--- src/rtl/iter_multiplier_pkg.sv ---
// Shared definitions for the iterative multiply/MAC unit: op codes, FSM states
// and width helpers.
package iter_multiplier_pkg;

   localparam int DEFAULT_DATA_WIDTH = 32;
   localparam int MUL_OP_W           = 3;

   localparam logic [MUL_OP_W-1:0] MUL_OP_MULT  = 3'd0;
   localparam logic [MUL_OP_W-1:0] MUL_OP_MULTU = 3'd1;
   localparam logic [MUL_OP_W-1:0] MUL_OP_MADD  = 3'd2;
   localparam logic [MUL_OP_W-1:0] MUL_OP_MADDU = 3'd3;
   localparam logic [MUL_OP_W-1:0] MUL_OP_MSUB  = 3'd4;
   localparam logic [MUL_OP_W-1:0] MUL_OP_MSUBU = 3'd5;

   typedef enum logic [1:0] {
      ST_IDLE = 2'd0,
      ST_CALC = 2'd1,
      ST_DONE = 2'd2
   } mul_state_e;

   function automatic int dbl_width(input int w);
      return 2 * w;
   endfunction

   function automatic logic op_is_signed(input logic [MUL_OP_W-1:0] op);
      return (op == MUL_OP_MULT) || (op == MUL_OP_MADD) || (op == MUL_OP_MSUB);
   endfunction

endpackage

--- src/rtl/iter_multiplier_if.sv ---
// Request/response bundle between the EX stage and the iterative multiplier.
interface iter_multiplier_if #(parameter int DATA_WIDTH = 32);
   import iter_multiplier_pkg::*;

   logic                      start;
   logic [MUL_OP_W-1:0]       op;
   logic [DATA_WIDTH-1:0]     operand_1;
   logic [DATA_WIDTH-1:0]     operand_2;
   logic [DATA_WIDTH-1:0]     hi_in;
   logic [DATA_WIDTH-1:0]     lo_in;
   logic                      cancel;
   logic                      stall_req;
   logic                      busy;
   logic                      done;
   logic [2*DATA_WIDTH-1:0]   result;

   modport master (
      output start, op, operand_1, operand_2, hi_in, lo_in, cancel,
      input  stall_req, busy, done, result
   );

   modport slave (
      input  start, op, operand_1, operand_2, hi_in, lo_in, cancel,
      output stall_req, busy, done, result
   );

endinterface

--- src/rtl/iter_multiplier_mul_radix_step.sv ---
// One iteration of the shift-and-add multiply: adds mcand * digit, shifted to
// the digit's position, into the 2W-bit partial product. Purely combinational.
module mul_radix_step
   import iter_multiplier_pkg::*;
#(
   parameter int DATA_WIDTH = 32,
   parameter int RADIX_BITS = 2,
   parameter int CNT_W      = 4
) (
   input  logic [dbl_width(DATA_WIDTH)-1:0] partial_in,
   input  logic [DATA_WIDTH-1:0]            mcand,
   input  logic [RADIX_BITS-1:0]            mplier_bits,
   input  logic [CNT_W-1:0]                 count,
   output logic [dbl_width(DATA_WIDTH)-1:0] partial_out
);

   localparam int PW         = dbl_width(DATA_WIDTH);
   localparam int RADIX_LOG2 = $clog2(RADIX_BITS);

   logic [DATA_WIDTH+RADIX_BITS-1:0] digit_prod;
   logic [PW-1:0]                    digit_ext;
   logic [CNT_W+2:0]                 shamt;

   // RADIX_BITS is a power of two, so the digit position is a plain shift of count
   assign shamt       = (CNT_W+3)'(count) << RADIX_LOG2;
   assign digit_prod  = {{RADIX_BITS{1'b0}}, mcand} * {{DATA_WIDTH{1'b0}}, mplier_bits};
   assign digit_ext   = {{(PW-DATA_WIDTH-RADIX_BITS){1'b0}}, digit_prod} << shamt;
   assign partial_out = partial_in + digit_ext;

endmodule

--- src/rtl/iter_multiplier.sv ---
// Multi-cycle signed/unsigned multiply with HI/LO accumulate/subtract, retiring
// RADIX_BITS multiplier bits per cycle. Cancellable; result held between ops.
module iter_multiplier
   import iter_multiplier_pkg::*;
#(
   parameter int DATA_WIDTH = DEFAULT_DATA_WIDTH,
   parameter int RADIX_BITS = 2
) (
   input  logic             clk,
   input  logic             rst,
   iter_multiplier_if.slave bus
);

   localparam int PW     = dbl_width(DATA_WIDTH);
   localparam int N_ITER = DATA_WIDTH / RADIX_BITS;
   localparam int CNT_W  = (N_ITER > 1) ? $clog2(N_ITER) : 1;
   localparam logic [CNT_W-1:0] LAST_CNT = CNT_W'(N_ITER - 1);

   mul_state_e            state_q, state_d;
   logic [DATA_WIDTH-1:0] mcand_q, mcand_d;
   logic [DATA_WIDTH-1:0] mplier_q, mplier_d;
   logic                  neg_q, neg_d;
   logic [MUL_OP_W-1:0]   op_q, op_d;
   logic [PW-1:0]         acc_q, acc_d;
   logic [PW-1:0]         partial_q, partial_d;
   logic [CNT_W-1:0]      count_q, count_d;
   logic                  busy_q, busy_d;
   logic                  done_q, done_d;
   logic [PW-1:0]         result_q, result_d;

   logic [PW-1:0]         step_sum;
   logic [PW-1:0]         prod_final;
   logic [DATA_WIDTH-1:0] mag_1, mag_2;
   logic                  is_signed;
   logic                  accept;

   mul_radix_step #(
      .DATA_WIDTH (DATA_WIDTH),
      .RADIX_BITS (RADIX_BITS),
      .CNT_W      (CNT_W)
   ) u_step (
      .partial_in  (partial_q),
      .mcand       (mcand_q),
      .mplier_bits (mplier_q[RADIX_BITS-1:0]),
      .count       (count_q),
      .partial_out (step_sum)
   );

   always_comb begin
      is_signed = op_is_signed(bus.op);
      // -2^(W-1) negates to itself, which read unsigned is the correct magnitude
      mag_1 = (is_signed && bus.operand_1[DATA_WIDTH-1]) ? -bus.operand_1 : bus.operand_1;
      mag_2 = (is_signed && bus.operand_2[DATA_WIDTH-1]) ? -bus.operand_2 : bus.operand_2;
      accept     = (state_q == ST_IDLE) && bus.start && !bus.cancel;
      prod_final = neg_q ? -step_sum : step_sum;
   end

   always_comb begin
      state_d   = state_q;
      mcand_d   = mcand_q;
      mplier_d  = mplier_q;
      neg_d     = neg_q;
      op_d      = op_q;
      acc_d     = acc_q;
      partial_d = partial_q;
      count_d   = count_q;
      result_d  = result_q;

      case (state_q)
         ST_IDLE: begin
            if (accept) begin
               mcand_d   = mag_1;
               mplier_d  = mag_2;
               neg_d     = is_signed && (bus.operand_1[DATA_WIDTH-1] ^ bus.operand_2[DATA_WIDTH-1]);
               op_d      = bus.op;
               acc_d     = {bus.hi_in, bus.lo_in};
               partial_d = '0;
               count_d   = '0;
               state_d   = ST_CALC;
            end
         end
         ST_CALC: begin
            if (bus.cancel) begin
               state_d = ST_IDLE;
            end else begin
               partial_d = step_sum;
               mplier_d  = mplier_q >> RADIX_BITS;
               count_d   = count_q + CNT_W'(1);
               if (count_q == LAST_CNT) begin
                  state_d = ST_DONE;
                  case (op_q)
                     MUL_OP_MADD, MUL_OP_MADDU: result_d = acc_q + prod_final;
                     MUL_OP_MSUB, MUL_OP_MSUBU: result_d = acc_q - prod_final;
                     default:                   result_d = prod_final;
                  endcase
               end
            end
         end
         ST_DONE: state_d = ST_IDLE;
         default: state_d = ST_IDLE;
      endcase

      busy_d = (state_d != ST_IDLE);
      done_d = (state_d == ST_DONE);
   end

   always_ff @(posedge clk) begin
      if (rst) begin
         state_q   <= ST_IDLE;
         mcand_q   <= '0;
         mplier_q  <= '0;
         neg_q     <= 1'b0;
         op_q      <= '0;
         acc_q     <= '0;
         partial_q <= '0;
         count_q   <= '0;
         busy_q    <= 1'b0;
         done_q    <= 1'b0;
         result_q  <= '0;
      end else begin
         state_q   <= state_d;
         mcand_q   <= mcand_d;
         mplier_q  <= mplier_d;
         neg_q     <= neg_d;
         op_q      <= op_d;
         acc_q     <= acc_d;
         partial_q <= partial_d;
         count_q   <= count_d;
         busy_q    <= busy_d;
         done_q    <= done_d;
         result_q  <= result_d;
      end
   end

   // stall_req is low in DONE so the instruction advances together with result
   assign bus.stall_req = accept || (state_q == ST_CALC);
   assign bus.busy      = busy_q;
   assign bus.done      = done_q;
   assign bus.result    = result_q;

endmodule

--- src/flat_wrapper.sv ---
// flat-port wrapper written by rule: the top's interface ports become plain ports
module iter_multiplier_flat import iter_multiplier_pkg::*;
#(
   parameter int DATA_WIDTH = DEFAULT_DATA_WIDTH,
   parameter int RADIX_BITS = 2
)
  (clk, rst, bus_start, bus_op, bus_operand_1, bus_operand_2, bus_hi_in, bus_lo_in, bus_cancel, bus_stall_req, bus_busy, bus_done, bus_result);
  iter_multiplier_if #(.DATA_WIDTH(DATA_WIDTH)) bus_i ();
  input  logic clk;
  input  logic rst;
  input wire logic [$bits(bus_i.start)-1:0] bus_start;
  input wire logic [$bits(bus_i.op)-1:0] bus_op;
  input wire logic [$bits(bus_i.operand_1)-1:0] bus_operand_1;
  input wire logic [$bits(bus_i.operand_2)-1:0] bus_operand_2;
  input wire logic [$bits(bus_i.hi_in)-1:0] bus_hi_in;
  input wire logic [$bits(bus_i.lo_in)-1:0] bus_lo_in;
  input wire logic [$bits(bus_i.cancel)-1:0] bus_cancel;
  output wire logic [$bits(bus_i.stall_req)-1:0] bus_stall_req;
  output wire logic [$bits(bus_i.busy)-1:0] bus_busy;
  output wire logic [$bits(bus_i.done)-1:0] bus_done;
  output wire logic [$bits(bus_i.result)-1:0] bus_result;
  assign bus_i.start = bus_start;
  assign bus_i.op = bus_op;
  assign bus_i.operand_1 = bus_operand_1;
  assign bus_i.operand_2 = bus_operand_2;
  assign bus_i.hi_in = bus_hi_in;
  assign bus_i.lo_in = bus_lo_in;
  assign bus_i.cancel = bus_cancel;
  assign bus_stall_req = bus_i.stall_req;
  assign bus_busy = bus_i.busy;
  assign bus_done = bus_i.done;
  assign bus_result = bus_i.result;
  iter_multiplier #(.DATA_WIDTH(DATA_WIDTH), .RADIX_BITS(RADIX_BITS)) u_core (.clk(clk), .rst(rst), .bus(bus_i));
endmodule
--- config.mk ---
export PLATFORM = sky130hd
export DESIGN_NAME = iter_multiplier_flat
export DESIGN_NICKNAME = d
export VERILOG_FILES = /design/src/rtl/iter_multiplier_pkg.sv /design/src/rtl/iter_multiplier_if.sv /design/src/rtl/iter_multiplier_mul_radix_step.sv /design/src/rtl/iter_multiplier.sv /design/src/flat_wrapper.sv
export SDC_FILE = /design/constraint.sdc
export NUM_CORES = 1
export LEC_CHECK = 0
export BUFFER_PORTS_ARGS = -buffer_cell sky130_fd_sc_hd__buf_2
export CELL_PAD_IN_SITES_DETAIL_PLACEMENT = 1
export CELL_PAD_IN_SITES_GLOBAL_PLACEMENT = 1
export CORE_ASPECT_RATIO = 0.5
export CORE_MARGIN = 2
export CORE_UTILIZATION = 49
export DETAILED_ROUTE_END_ITERATION = 10
export PLACE_DENSITY = 0.95
export REMOVE_ABC_BUFFERS = 1
export SYNTH_ARGS = -nofsm -noshare
export SYNTH_HDL_FRONTEND = slang
export SYNTH_HIERARCHICAL = 1
export SYNTH_SLANG_ARGS = --single-unit
--- constraint.sdc ---
create_clock -name clk -period 18.3 [get_ports clk]
set_input_delay 0 -clock clk [delete_from_list [all_inputs] [get_ports clk]]
set_output_delay 0 -clock clk [all_outputs]
set_load 0.01 [all_outputs]
# After elaboration in Yosys (flattened, before gate mapping)
# Cells that the tools add are included.
[totals]
inputBits = 135
ff_bits = 268
wordCells = 68
[op_classes]
n_reduce_logical = 18
mul = 1
shift = 1
n_eq_ne = 11
bitwise_logic = 2
n_mux = 17
n_addsub = 7
[ops]
columns = ["operator", "n"]
rows = [
  ["one-hot mux 64 bit (2 select lines)", 2],
  ["two-way mux 64 bit", 3],
  ["adder 64 bit", 2],
  ["two-way mux 32 bit", 4],
  ["negator 32 bit", 2],
  ["negator 64 bit", 1],
  ["one-hot mux 32 bit (2 select lines)", 1],
  ["<< shifter 34 x 5 -> 64 bit", 1],
  ["subtractor 64 bit", 1],
  ["multiplier 32 x 2 -> 34 bit", 1],
  ["== test 3 x 2 -> 1 bit, second input constant", 3],
  ["== test 3 bit, second input constant", 3],
  ["two-way mux 4 bit", 2],
  ["one-hot mux 4 bit (2 select lines)", 1],
  ["two-way mux 2 bit", 3],
  ["AND reduction 3 bit", 2],
  ["logical AND 1 bit", 5],
  ["adder 4 x 1 -> 4 bit, second input constant", 1],
  ["== test 4 bit, second input constant", 1],
  ["one-hot mux 2 bit (2 select lines)", 1],
  ["nonzero test 2 bit", 2],
  ["OR reduction 2 bit", 2],
  ["zero test 3 bit", 1],
  ["logical OR 1 bit", 3],
  ["other kinds (9)", 9],
]

# Longest topological paths before layout
# Gate-level depths: netlist of the first run.
[depth]
depth_word = 7
depth_mapped = 52
mapped_depth_nobuf = 48

# By module
# The synthesis of the first run kept the hierarchy.
[modules_own_cells]
columns = ["mod", "area_per_inst_um2", "instances", "cells_per_inst"]
rows = [
  ["iter_multiplier", 18617.9, 1, 2554],
  ["mul_radix_step", 7890.1, 1, 1172],
]

# Worst setup path after synthesis of the first run
# No wires, ideal clock.
[synth_path]
path_type = "register to register"
start = "register u_core.mplier_q[0]"
end = "register u_core.result_q[56] (netlist: u_core/bus.result[56])"
path_stages_with_launch = 46
period_less_slack_ns = 9.982
required_time_ns = 18.226
n_path_buf = 3
setup_slack_ns = 8.318
arrival_ns = 9.908
path_cell_list = "dfxtp_1 -> clkbuf_1 -> and2_1 -> ha_1 -> inv_1 -> fa_1 -> nand2b_1 -> a21oi_1 -> or2_2 -> clkbuf_1 -> a221oi_1 -> xnor2_1 -> mux2_2 -> nor2_1 -> a21oi_1 -> o21ai_1 -> nor2_1 -> ha_1 -> [... 10 more ...] -> nand4_1 -> or3_1 -> a211o_1 -> a211o_1 -> or3_1 -> nor3_1 -> a21oi_1 -> xor2_1 -> ha_1 -> clkbuf_1 -> and3_1 -> nand2_1 -> or3_1 -> o21ai_0 -> a41oi_1 -> a31o_2 -> or4b_2 -> a31oi_1"
[synth_between]
elab_chain_len = 7
word_cells_on_any_way = 8
[synth_rtl]
columns = ["element", "line", "text"]
rows = [
  ["from (decl)", "iter_multiplier.sv:21", "logic [DATA_WIDTH-1:0] mplier_q, mplier_d;"],
  ["from (signal assigned)", "iter_multiplier.sv:123", "mplier_q <= mplier_d;"],
  ["multiplier 32 x 2 -> 34 bit (*)", "iter_multiplier_mul_radix_step.sv:26", "assign digit_prod = {{RADIX_BITS{1'b0}}, mcand} * {{DATA_WIDTH{1'b0}}, mplier_bits};"],
  ["<< shifter 34 x 5 -> 64 bit (*)", "iter_multiplier_mul_radix_step.sv:27", "assign digit_ext = {{(PW-DATA_WIDTH-RADIX_BITS){1'b0}}, digit_prod} << shamt;"],
  ["adder 64 bit (*)", "iter_multiplier_mul_radix_step.sv:28", "assign partial_out = partial_in + digit_ext;"],
  ["named net u_core.step_sum[19]", "iter_multiplier.sv:31", "logic [PW-1:0] step_sum;"],
  ["negator 64 bit", "iter_multiplier.sv:55", "prod_final = neg_q ? -step_sum : step_sum;"],
  ["two-way mux 64 bit (*)", "iter_multiplier.sv:55", ""],
  ["subtractor 64 bit or adder 64 bit (tied branches)", "iter_multiplier.sv:93, iter_multiplier.sv:92", ""],
  ["one-hot mux 64 bit (2 select lines) (*)", "iter_multiplier.sv:91", "case (op_q)"],
  ["to (signal assigned)", "iter_multiplier.sv:131", "result_q <= result_d;"],
  ["to (decl)", "iter_multiplier.sv:29", "logic [PW-1:0] result_q, result_d;"],
]
# The timed path passes the listed nets; every way through them passes the cells marked *.
# A chain may end at the register's enable or synchronous reset.

# Final worst setup path of the first run
[layout_path]
start = "register u_core.mplier_q[0]"
end = "register u_core.result_q[62] (netlist: u_core/bus.result[62])"
# The elaborated chain is that of the path after synthesis.

==> metrics.md, run 1 <==
| Metric | Value |
|---|---|
| Largest net degree at the start of global routing | 117 |
| Worst clock skew | 0.0411 ns |
| Slowest cell on crit path | dfxtp_1 |
| Crit Path Category | flop to flop |
| Residual DRC | 0 |
| Final hold violations | 0 |
| RSZ-0062 raised after global routing | no |
| Worst-Margin Slew | 1.36 ns |
| Final Wtd Congestion | 0.964 |
| Routed Antenna Nets | 0 |
| Fmax | 74.0 MHz |
| GRT Residual Overflow | 0 |
| Worst endpoint required time | 18.82 ns |
| Clock transition at path regs | 0.08 ns |
| Main combinational cell family by area after synthesis | compound AO/OA/AOI/OAI gates |
| Htree depth | 1 |
| Setup TNS | 0 ns |
| Sequential element share of the synthesized area | 20.2% |
| Area fraction of the dominant cell type after synthesis | 20.2% |
| Final wirelength | 111000 microns |
| Hpwl dp | 73200 microns |
| Core Rows | 60 |
| Cell taking the most area after synthesis | dfxtp_1 |
| Io pins | 202 |
| # nets final | 4202 |
| Pins over their slew limit | 0 |
| Port Buffers | 201 |
| Die Area | 0.0561 sq mm |
| Time the worst path needs with I/O delays and setup | 13.51 ns |
| Initial antenna violation count | 4 |
| Prevailing post-synth register cell | dfxtp_1 |
| First-pass GRT wire length | 174000 microns |
| Initial Util | 49.5% |
| Netlist Area Pre-Place | 0.0265 sq mm |
| CTS tree | yes |
| Post-CTS setup repair buffer count | 0 |
| Ys Warns | 6 |
| Arr. time, crit path | 14.03 ns |
| Async SR Flop Fraction | 0% |
| Clk buf depth | 3 |
| VDD IR-drop max | 76.7 uV |
| #FFs+latches synth | 267 |
| Max-Cap Viols | 0 |
| CP Capture Type | flop |
| Synth cell types | 103 |
| DR pass1 iterations | 6 |
| Mux share of post-synthesis cell area | 3.42% |
| Cts repair resizes | 0 |
| HP Class | primary input to flop |
| Static leakage | 12.6 nW |
| CP Max Fanout | 35 |
| Clock Latency Late Sink | 0.64 ns |
| Ranking of synthesized cells by area | dfxtp_1, a21oi_1, ha_1 |
| Mapped Cells | 3726 |
| Overall Power | 2.11 mW |
| Setup crit start kind | flop |
| Status | completed |
| Post-synthesis average cell area | 7.11 sq um |
| All-Layer GR Usage | 37.8% |
| Compound-gate portion of the synthesized area | 28.4% |
| Die width | 333 microns |
| Post-Synth Adder-Cell Area | 7.92% |
| PD cells | 69.6 mW/mm^2 |
| Die Y | 168 microns |
| XOR/XNOR Fraction of Synth Area | 10.1% |
| Wire per inst | 23.9 microns |
| Synth Area in Simple Gates | 25.3% |
| Cell repeated most along the worst path | nor2_1 |
| Layout cells sized above 1 | 10.2% |
| Via count | 30922 |
| Worst relative slew slack | 8.35% |
| Final Cycle Share | 73.8% |
| Crit path largest cell delay | 0.99 ns |
| DR iter-0 viols | 3239 |
| Number of synthesized flops with an enable pin | 0 |
| CTS Sinks | 267 |
| Vias/cell | 6.66 |
| Inserted Clock Buffers | 29 |
| Root buffer cell | clkbuf_16 |
| Vias in the first global route | 31588 |
| Area grow syn2layout | 14.2% |
| Total core area | 0.0536 sq mm |
| Final setup vio count | 0 |
synthesized netlist by cell type (all sizes together) (15+ instances only):
cell type,number
nor2,385
o22ai,21
clkbuf,219
mux2,27
o211ai,35
mux2i,53
nand2,448
o21a,24
and2,83
xor2,136
a211oi,90
a31oi,55
o41ai,15
o31ai,33
o21bai,26
and3,25
a311oi,24
dfxtp,267
buf,35
ha,163
a21o,93
or4,21
a22oi,29
xnor2,170
nor4,36
or3,36
inv,66
a21oi,427
nand3,95
nand4,58
nor2b,30
nand2b,34
o21ai,183
nor3,91
or2,21
logic make-up after synthesis:
kind of cell / count (synthesis)
buffers and inverters: 322
AO/OA/AOI/OAI: 1172
AND/OR/NAND/NOR: 1410
flip-flops: 267
adder cells (fa/ha/maj): 166
multiplexers: 83
XOR/XNOR: 306
layer usage:
layer / track usage, % / vias up / routed length [microns] / part of all wire, %
met5: 0 / - / 0 / 0
met4: 15.3 / 0 / 4430 / 4.0
met3: 7.86 / 371 / 9810 / 8.9
met2: 61.4 / 1603 / 49200 / 44
met1: 49.1 / 15076 / 47300 / 43
li1: - / 13872 / - / -
worst max-delay path, delay by kind of cell, from the launching register on:
kind	cells	cell delay [ns]
flip-flops	1	0.99
adder cells (fa/ha/maj)	3	1.05
AND/OR/NAND/NOR	14	4.43
AO/OA/AOI/OAI	20	5.82
XOR/XNOR	2	0.56
multiplexers	2	0.36
buffers and inverters	1	0.11
placed cells by master (no fill, tap or decap), types with 66 or more instances in the layout:
master	netlist	final
a211oi_1	85	85
a21o_1	92	92
a21oi_1	423	423
and2_1	80	80
buf_2	17	200
dfxtp_1	267	265
dlygate4sd3_1	0	154
ha_1	163	162
inv_1	66	66
nand2_1	447	447
nand3_1	95	95
nor2_1	384	382
nor3_1	86	84
o21ai_0	164	163
xnor2_1	169	169
xor2_1	136	136
registers in the layout, summed over array words and instances (netlist names):
signal	count
u_core/count_q	4
u_core/acc_q	64
u_core/neg_q	1
u_core/mcand_q	32
u_core/bus.result	64
u_core/op_q	2
u_core/bus.done	1
u_core/partial_q	64
u_core/mplier_q	32
u_core/bus.busy	1
u_core/state_q	2
repair_timing:
| action | CTS | global route |
|---|---|---|
| endpoints found under the setup margin | 0 | 0 |
| hold endpoints to repair | 132 | 0 |
| hold buffers | 154 | 0 |
path summary, 6_finish.rpt:
kind / cells after the start / slack, ns / end / from
min reg2reg: 2 / 0.46 / u_core/bus.result[18] / u_core/bus.result[18]
min: 2 / 0.0005 / u_core/mcand_q[0] / rst
max: 42 / 4.79 / u_core/bus.result[62] / u_core/mplier_q[0]
max reg2reg: 42 / 4.79 / u_core/bus.result[62] / u_core/mplier_q[0]
power breakdown:
part / internal (mW) / total (mW) / switching (mW) / leakage [nW]
Sequential: 0.598 / 0.615 / 0.0161 / 2.17
Combinational: 0.312 / 0.870 / 0.558 / 9.99
Clock: 0.317 / 0.621 / 0.304 / 0.451
through the flow:
step / setup WS, ns / std cells / util [%] / hold WS (ns) / area, sq um
after global routing: 3.68 / 4640 / 56.5 / 0.0964 / 30300
after CTS: 5.22 / 4637 / 56.4 / 0.0480 / 30300
final: 4.79 / 4640 / 56.5 / 0.000495 / 30300
after detailed placement: 5.31 / 4429 / 51.9 / 0.248 / 27800
after floorplan: 2.38 / 3472 / - / 0.0691 / 25500
after global placement: 5.86 / 4429 / 51.9 / 0.239 / 27800
layout make-up:
cell class,count,area [sq um]
Fill cell,6886,23300
Inverter,68,255
Multi-Input combinational cell,3137,20000
Timing Repair Buffer,398,2880
Antenna cell,3,7.51
Clock inverter,14,92.6
Tap cell,713,892
Sequential cell,267,5350
Clock buffer,40,827
Note: power is estimated with default switching activity, not from simulation.
==> inputs of run 2 (changes only) <==
--- a/config.mk
+++ b/config.mk
@@ -10,9 +10,9 @@
 export CELL_PAD_IN_SITES_GLOBAL_PLACEMENT = 1
 export CORE_ASPECT_RATIO = 0.5
 export CORE_MARGIN = 2
-export CORE_UTILIZATION = 49
+export CORE_UTILIZATION = 41
 export DETAILED_ROUTE_END_ITERATION = 10
-export PLACE_DENSITY = 0.95
+export PLACE_DENSITY = 0.86
 export REMOVE_ABC_BUFFERS = 1
 export SYNTH_ARGS = -nofsm -noshare
 export SYNTH_HDL_FRONTEND = slang
==> constraint.sdc (replaced) <==
create_clock -name clk -period 11.95 [get_ports clk]
set_input_delay 0 -clock clk [delete_from_list [all_inputs] [get_ports clk]]
set_output_delay 0 -clock clk [all_outputs]
set_load 0.01 [all_outputs]
==> run 2 against run 1 <==
  * Hold slack gained 0.11 ns
  * First-iteration DRC count shrank 20%
  * Wire length grew 0.17%
==> metrics.md, run 2 (synthesized netlist as in run 1, its figures left out) <==
| Metric | Value |
|---|---|
| Residual DRC | 0 (unchanged) |
| Area of the multi-input gates | 0.0202 sq mm (+1.1%) |
| GRT Residual Overflow | 0 (unchanged) |
| Max-Cap Viols | 0 (unchanged) |
| Worst clock skew | 0.0594 ns (+0.0184 ns) |
| Static leakage | 13.3 nW (+5.5%) |
| Core Rows | 65 (+8.3%) |
| Status | completed |
| Final setup vio count | 0 (unchanged) |
| DR pass1 iterations | 8 (+2) |
| Register area | 0.00535 sq mm (about the same) |
| CTS Sinks | 267 (unchanged) |
| Routed Antenna Nets | 0 (unchanged) |
| Wire per inst | 22.6 microns (-5.3%) |
| Die Area | 0.0668 sq mm (+19%) |
| Die Y | 184 microns (+9.1%) |
| CP Max Fanout | 12 (-66%) |
| Inserted Clock Buffers | 31 (+6.9%) |
| Root buffer cell | clkbuf_16 |
| Family with the most delay on the worst path | simple AND/OR/NAND/NOR gates |
| Htree depth | 1 (unchanged) |
| Worst endpoint required time | 12.49 ns (-6.33 ns) |
| Vias in the first global route | 30879 (-2.2%) |
| Hpwl dp | 76500 microns (+4.6%) |
| Cell repeated most along the worst path | a21oi_1 |
| HP Class | primary input to flop |
| Time the worst path needs with I/O delays and setup | 11.33 ns (-2.18 ns) |
| Via count | 30640 (-0.91%) |
| Io pins | 202 (unchanged) |
| PD cells | 107 mW/mm^2 (+53%) |
| CP bufs+invs | 2 (+1) |
| Final hold violations | 0 (unchanged) |
| Final Cycle Share | 94.8% (+21 points) |
| CP Capture Type | flop |
| Overall Power | 3.39 mW (+61%) |
| Clock transition at path regs | 0.07 ns (about the same) |
| Vias/cell | 6.24 (-6.3%) |
| CTS tree | yes |
| Initial Util | 41.7% (-7.7 points) |
| Final wirelength | 111000 microns (+0.17%) |
| Fmax | 88.3 MHz (+19%) |
| Pins over their slew limit | 0 (unchanged) |
| Layout cells sized above 1 | 12.2% (+2.1 points) |
| Clk buf depth | 3 (unchanged) |
| # nets final | 4310 (+2.6%) |
| Largest net degree at the start of global routing | 92 (-21%) |
| DR iter-0 viols | 2590 (-20%) |
| VDD IR-drop max | 105 uV (+37%) |
| End-of-flow core utilization | 50.0% (-6.4 points) |
| Worst relative slew slack | 22.1% (+14 points) |
| All-Layer GR Usage | 32.1% (-5.7 points) |
| RSZ-0062 raised after global routing | no |
| Most common cell after layout, fill and taps aside | nand2_1 |
| Clock Latency Late Sink | 0.67 ns (+0.03 ns) |
| Area grow syn2layout | 19.9% |
| Slowest cell on crit path | or4b_2 |
| Die width | 364 microns (+9.2%) |
| Initial antenna violation count | 3 (-1) |
| Crit Path Category | flop to flop |
| Total core area | 0.0635 sq mm (+18%) |
| # fillers | 8020 (+16%) |
| Worst-Margin Slew | 1.16 ns (-0.199 ns) |
| Most frequent cells in the layout | nand2_1, a21oi_1, nor2_1 |
| Crit path largest cell delay | 0.64 ns (-0.35 ns) |
| Arr. time, crit path | 11.87 ns (-2.16 ns) |
| First-pass GRT wire length | 174000 microns (about the same) |
| Setup crit start kind | flop |
| Port Buffers | 201 (unchanged) |
| Final Wtd Congestion | 0.959 (-0.53%) |
-- run 2: cell count changes in the layout (fill, tap and decap cells not counted), moves of 5 or more --
cell,before,now
buf_4,43,99
dlygate4sd3_1,154,204
a2111oi_0,8,3
nor4_1,32,27
-- run 2: path summary, 6_finish.rpt --
path	start	to	slack, ns	cells past startpoint
worst min register to register	u_core/bus.result[1]	u_core/bus.result[1]	0.45	2
worst max register to register	u_core/mplier_q[1]	u_core/bus.result[56]	0.62	42
worst max-delay path	u_core/mplier_q[1]	u_core/bus.result[56]	0.62	42
worst min-delay path	bus_start	u_core/acc_q[57]	0.11	6
-- run 2: layer usage --
layer | up-vias | wire length [microns] | track usage [%]
met2 | 1251 | 48700 | 51.0
li1 | 14100 | - | -
met4 | 0 | 4250 | 12.0
met5 | - | 0 | 0
met3 | 257 | 8350 | 4.85
met1 | 15032 | 49700 | 43.8
-- run 2: worst reg2reg max path: cells and delay by family, from the launching register on --
family	cells	cell delay (ns)
multiplexers	1	0.30
buffers and inverters	2	0.23
flip-flops	1	0.42
adder cells (fa/ha/maj)	4	1.43
XOR/XNOR	4	0.67
AO/OA/AOI/OAI	18	3.95
AND/OR/NAND/NOR	13	4.22
-- run 2: through the flow --
step / setup slack, ns / hold WS [ns] / std cells / instance area (sq um) / setup TNS, ns
floorplan: -3.97 / 0.0691 / 3472 / 25500 / -343.27
global placement: -0.129 / 0.240 / 4642 / 28400 / -0.129
detailed placement: -0.330 / 0.248 / 4642 / 28400 / -0.330
CTS: 0.109 / 0.0521 / 4903 / 31600 / 0
global route: 0.0249 / 0.135 / 4906 / 31800 / 0
finish: 0.620 / 0.107 / 4909 / 31800 / 0
-- run 2: what timing repair did --
action	in CTS	in global routing
buffers inserted	0	1
hold buffers	204	0
resized for setup	4	44
hold endpoints to repair	139	0
pin swaps	0	2
endpoints found under the setup margin	1	19
gates cloned	0	0
-- run 2: area by class of cell --
| cell class | instances | area share, % |
|---|---|---|
| clock inverters | 15 | 0.677 |
| clock buffers | 42 | 2.76 |
| flip-flops and latches | 267 | 16.8 |
| well taps | 871 | 3.43 |
| repair buffers | 504 | 12.0 |
| inverters | 68 | 0.803 |
| multi-input cells | 3137 | 63.5 |
| diodes | 5 | 0.0394 |
-- run 2: power by group --
group	switching [mW]	internal (mW)	leakage, nW	total (mW)
Sequential	0.0236	0.917	2.17	0.940
Combinational	0.847	0.523	10.6	1.37
Clock	0.473	0.605	0.528	1.08
Total	1.34	2.04	13.3	3.39
